`src/rtl/fifo_ext.sv`:
```
// fifo_ext: parametrised circular-buffer FIFO with occupancy count,
// almost-full/almost-empty thresholds, sticky overflow/underflow flags,
// synchronous flush and a selectable FWFT or registered read port.
// All state changes on the falling edge of CLK.
module fifo_ext #(
   parameter int unsigned B      = 8,
   parameter int unsigned W      = 5,
   parameter int unsigned AF_THR = 28,
   parameter int unsigned AE_THR = 4,
   parameter int unsigned FWFT   = 1
) (
   input  logic         CLK,
   input  logic         RESET,
   input  logic         clr,
   input  logic         wr,
   input  logic         rd,
   input  logic [B-1:0] w_data,
   output logic [B-1:0] r_data,
   output logic         r_valid,
   output logic         empty,
   output logic         full,
   output logic         almost_empty,
   output logic         almost_full,
   output logic [W:0]   count,
   output logic         overflow,
   output logic         underflow
);

   localparam int unsigned D      = 2 ** W;
   localparam logic [W:0]  D_C    = (W + 1)'(D);
   localparam logic [W:0]  AF_C   = (W + 1)'(AF_THR);
   localparam logic [W:0]  AE_C   = (W + 1)'(AE_THR);

   logic [B-1:0] mem [D];

   logic [W-1:0] w_ptr;
   logic [W-1:0] r_ptr;
   logic [W:0]   count_reg;
   logic [W:0]   count_next;
   logic         empty_reg;
   logic         full_reg;
   logic         ae_reg;
   logic         af_reg;
   logic         ovf_reg;
   logic         udf_reg;
   logic         wr_acc;
   logic         rd_acc;

   // Accept decisions and next occupancy, all from registered state.
   // A write into a full FIFO is accepted only when a read frees the head
   // slot in the same cycle; the read then sees the old head word.
   always_comb begin
      wr_acc     = wr & (~full_reg | rd);
      rd_acc     = rd & ~empty_reg;
      count_next = count_reg + {{W{1'b0}}, wr_acc} - {{W{1'b0}}, rd_acc};
   end

   // Pointers, occupancy, status and sticky error flags.
   always_ff @(negedge CLK) begin
      if (RESET || clr) begin
         w_ptr     <= '0;
         r_ptr     <= '0;
         count_reg <= '0;
         empty_reg <= 1'b1;
         full_reg  <= 1'b0;
         ae_reg    <= 1'b1;
         af_reg    <= 1'b0;
         ovf_reg   <= 1'b0;
         udf_reg   <= 1'b0;
      end else begin
         if (wr_acc)
            w_ptr <= w_ptr + 1'b1;
         if (rd_acc)
            r_ptr <= r_ptr + 1'b1;
         count_reg <= count_next;
         empty_reg <= (count_next == '0);
         full_reg  <= (count_next == D_C);
         ae_reg    <= (count_next <= AE_C);
         af_reg    <= (count_next >= AF_C);
         if (wr && full_reg && !rd)
            ovf_reg <= 1'b1;
         if (rd && empty_reg)
            udf_reg <= 1'b1;
      end
   end

   // Storage: single write port, no reset so it maps onto RAM.
   always_ff @(negedge CLK) begin
      if (!RESET && !clr && wr_acc)
         mem[w_ptr] <= w_data;
   end

   generate
      if (FWFT != 0) begin : g_fwft
         // Head word is always presented; valid whenever something is stored.
         always_comb begin
            r_data  = mem[r_ptr];
            r_valid = ~empty_reg;
         end
      end else begin : g_reg
         logic [B-1:0] r_data_reg;
         logic         r_valid_reg;

         // Registered read port: loads the head on each accepted read and
         // flags valid for the following cycle only. When full, the head slot
         // is rewritten at this same edge; the non-blocking read keeps the
         // old word.
         always_ff @(negedge CLK) begin
            if (RESET || clr) begin
               r_data_reg  <= '0;
               r_valid_reg <= 1'b0;
            end else begin
               r_valid_reg <= rd_acc;
               if (rd_acc)
                  r_data_reg <= mem[r_ptr];
            end
         end

         // Drive the registered read outputs.
         always_comb begin
            r_data  = r_data_reg;
            r_valid = r_valid_reg;
         end
      end
   endgenerate

   // Drive status outputs from their registers.
   always_comb begin
      empty        = empty_reg;
      full         = full_reg;
      almost_empty = ae_reg;
      almost_full  = af_reg;
      count        = count_reg;
      overflow     = ovf_reg;
      underflow    = udf_reg;
   end

endmodule

```
`config.mk`:
```
export PLATFORM = sky130hd
export DESIGN_NAME = fifo_ext
export DESIGN_NICKNAME = d
export VERILOG_FILES = /design/src/rtl/fifo_ext.sv
export SDC_FILE = /design/constraint.sdc
export NUM_CORES = 1
export LEC_CHECK = 0
export ABC_AREA = 1
export CAP_MARGIN = 30
export CORE_MARGIN = 2
export CORE_UTILIZATION = 57
export DETAILED_ROUTE_END_ITERATION = 12
export MAX_ROUTING_LAYER = met4
export PLACE_DENSITY = 0.72
export SYNTH_ARGS = -nofsm -noshare
export SYNTH_HDL_FRONTEND = slang
export SYNTH_SLANG_ARGS = --single-unit
```
`constraint.sdc`:
```
create_clock -name CLK -period 3.8 [get_ports CLK]
set_input_delay 0.76 -clock CLK [delete_from_list [all_inputs] [get_ports CLK]]
set_output_delay 0.76 -clock CLK [all_outputs]
set_load 0.02 [all_outputs]
```
==> impl_metrics.env <==
export IMPL_critPathSlowestCell="dfxtp_4"
export IMPL_die_y_um=148
export IMPL_synth_top_area_share_pct=65.2
export IMPL_netlist_area_sq_mm=0.0118
export IMPL_grt_pass1_vias=10400
export IMPL_final_common_cell="nand2_1"
export IMPL_drt_iter0_markers=1000
export IMPL_syn_inst=1057
export IMPL_die_w_um=148
export IMPL_multiInputGateArea_sq_mm=0.00349
export IMPL_clkLatencyLatePin_ps=640
export IMPL_synth_mux_area_share_pct=0
export IMPL_dieArea_sq_mm=0.0218
export IMPL_synth_top_family_by_area="simple AND/OR/NAND/NOR gates"
export IMPL_synth_compound_area_share_pct=0.775
export IMPL_final_cell_mix="nand2_1 (351), inv_1 (307), edfxtp_1 (256), nand3_1 (167), buf_4 (56)"
export IMPL_slowest_delay_ps=400
export IMPL_yosys_area_share_simple_pct=23.4
export IMPL_r2r_setup_slack_ps=1750
export IMPL_drv_cap=0
export IMPL_placed_cell_area_sq_mm=0.0137
export IMPL_endpoint_kind="primary output"
export IMPL_critPathLaunchType="flip-flop"
export IMPL_synth_adder_area_share_pct=1.34
export IMPL_yosysSeqAreaShare_pct=69.8
export IMPL_place_hpwl_um=16600
export IMPL_largest_register_ffs=256
export IMPL_syn_nets=1082
export IMPL_setup_viol=8
export IMPL_vias=9682
export IMPL_diodes=0
export IMPL_numCtsBuffers=29
export IMPL_final_nets=1491
export IMPL_clkSinkCount=283
export IMPL_cts_tree="done"
export IMPL_grt_pass1_wl_um=51000
export IMPL_p_leak_nw=7.25
export IMPL_route_detailed_drc=0
export IMPL_gp_congestion=0.868
export IMPL_cts_reportedPaths_clkPinSlew_ps=40
export IMPL_synth_top_area_cell="edfxtp_1"
export IMPL_areaGrowthSynthToFinish_pct=38.1
export IMPL_fin_ws_ps=-1130
export IMPL_whs_ps=478
export IMPL_status="finished with violations"
export IMPL_ys_types=23
export IMPL_io_pin_count=34
export IMPL_core_area_sq_mm=0.0202
export IMPL_worstMarginPinSlew_ps=379
export IMPL_overflow=0
export IMPL_antenna_found_initial=0
export IMPL_required_ps=3040
export IMPL_drt_pass1_iterations=9
export IMPL_cp_max_fo=8
export IMPL_post_drt_wl_per_cell_um=18.8
export IMPL_ir_drop_uv=348
export IMPL_synthXorXnorAreaFrac_pct=0.223
export IMPL_drive_gt1_share_pct=21.1
export IMPL_hold_viol=0
export IMPL_rsz0062_at_grt="yes"
export IMPL_grt_start_max_net_pins=41
export IMPL_crit_chain="buf_12 -> clkinv_16 -> buf_16 -> buf_12 -> nand2_4 -> nand3_2 -> nand3_2 -> nand2_1 -> nand2_1 -> nand2_2 -> nand2_2 -> nand2_4 -> buf_6"
export IMPL_seq_area_sq_mm=0.00824
export IMPL_finalWirelength_um=32900
export IMPL_hp_class="flip-flop to flip-flop"
export IMPL_cts_path_max_buffers=3
export IMPL_ctsHtreeMaxLevel=1
export IMPL_final_area_sq_mm=0.0163
export IMPL_ys_ff_latch=283
export IMPL_slew_viol_final=0
export IMPL_violations="setup timing"
export IMPL_pre_cts_slack_ps=-1170
export IMPL_grt_usage_pct=31.5
export IMPL_synth_area_top_cells="edfxtp_1 (65%), nand2_1 (12%), nand3_1 (8.5%)"
export IMPL_placementRows=52
export IMPL_clock_skew_ps=51.0
export IMPL_initial_core_util_pct=58.2
export IMPL_drt_vias_per_instance=5.51
export IMPL_slew_headroom_pct=74.7
export IMPL_syn_avg_cell_area_sq_um=11.1
export IMPL_yosys_warnings=0
export IMPL_ant_nets=0
export IMPL_arrival_ps=4170
export IMPL_crit_type="flip-flop to primary output"
export IMPL_fillerInstances=1069
export IMPL_portBuffers=33
export IMPL_power_density_mw_per_mm2=497
export IMPL_finalPower_mw=8.08
export IMPL_root_buffer="clkbuf_16"
==> cell families (layout without fill, tap and decap cells) <==
group | count (synthesis) | count (layout)
fa+ha+maj | 12 | 12
compound gates | 18 | 18
flops | 283 | 283
buf+inv | 83 | 512
xor+xnor | 3 | 3
simple gates | 658 | 658
==> per-stage QoR <==
stage	cells	util, %	setup TNS, ps
final	1756	80.4	-8870
after detailed placement	1405	67.5	-219060
after CTS	1754	79.7	-8460
after floorplan	1057	-	-4980
after global placement	1405	67.5	-211940
after global routing	1756	80.4	-9390
==> worst max-delay path, delay by kind of cell, from the launching register on <==
family	cells	cell delay, ps
buf+inv	5	640
simple gates	8	600
flops	1	400
==> layer usage <==
layer	up-vias	global-route usage (%)	routed length [um]	share of wire (%)
li1	4470	-	-	-
met1	4512	36.6	12200	37
met2	594	50.1	16500	50
met3	106	8.40	3020	9.2
met4	0	17.6	1270	3.9
met5	-	-	0	0
==> area by class of cell <==
type                    instances  share of cell area, %
clock buffers                  29                   4.46
clock inverters               305                   7.63
inverters                      27                  0.861
multi-input cells             691                   21.5
flip-flops and latches        283                   50.6
well taps                     270                   2.08
repair buffers                150                   12.8
repair inverters                1                  0.100
==> repair_timing <==
action / in CTS / in global routing
hold endpoints to repair: 0 / 0
buffers inserted: 9 / 1
setup endpoints to repair: 286 / 25
hold buffers: 0 / 0
gates cloned: 8 / 1
resized for setup: 176 / 34
pin swaps: 20 / 10
==> cells in the mapped netlist, drive strengths merged <==
library cell	instances
nor3	5
nand3b	3
or2	1
o21ai	7
nand4	6
and3	2
a31oi	1
edfxtp	256
fa	1
clkbuf	9
dfxtp	27
ha	11
inv	27
nand2	387
buf	46
clkinv	1
nor2	53
xnor2	3
a21oi	10
nand3	201
==> where the power goes <==
group / switching (mW) / internal [mW]
Sequential: 0.0151 / 3.43
Combinational: 0.340 / 0.228
Clock: 2.13 / 1.94
==> worst paths after layout <==
path	endpoint	from	cells after the start
max	r_data[5]	flip-flop	13
min	underflow$_SDFFE_NP0P_	underflow$_SDFFE_NP0P_	2
max reg2reg	full$_SDFF_NP0_	full$_SDFF_NP0_	12
min reg2reg	underflow$_SDFFE_NP0P_	underflow$_SDFFE_NP0P_	2
(Power assumes the default switching activity.)
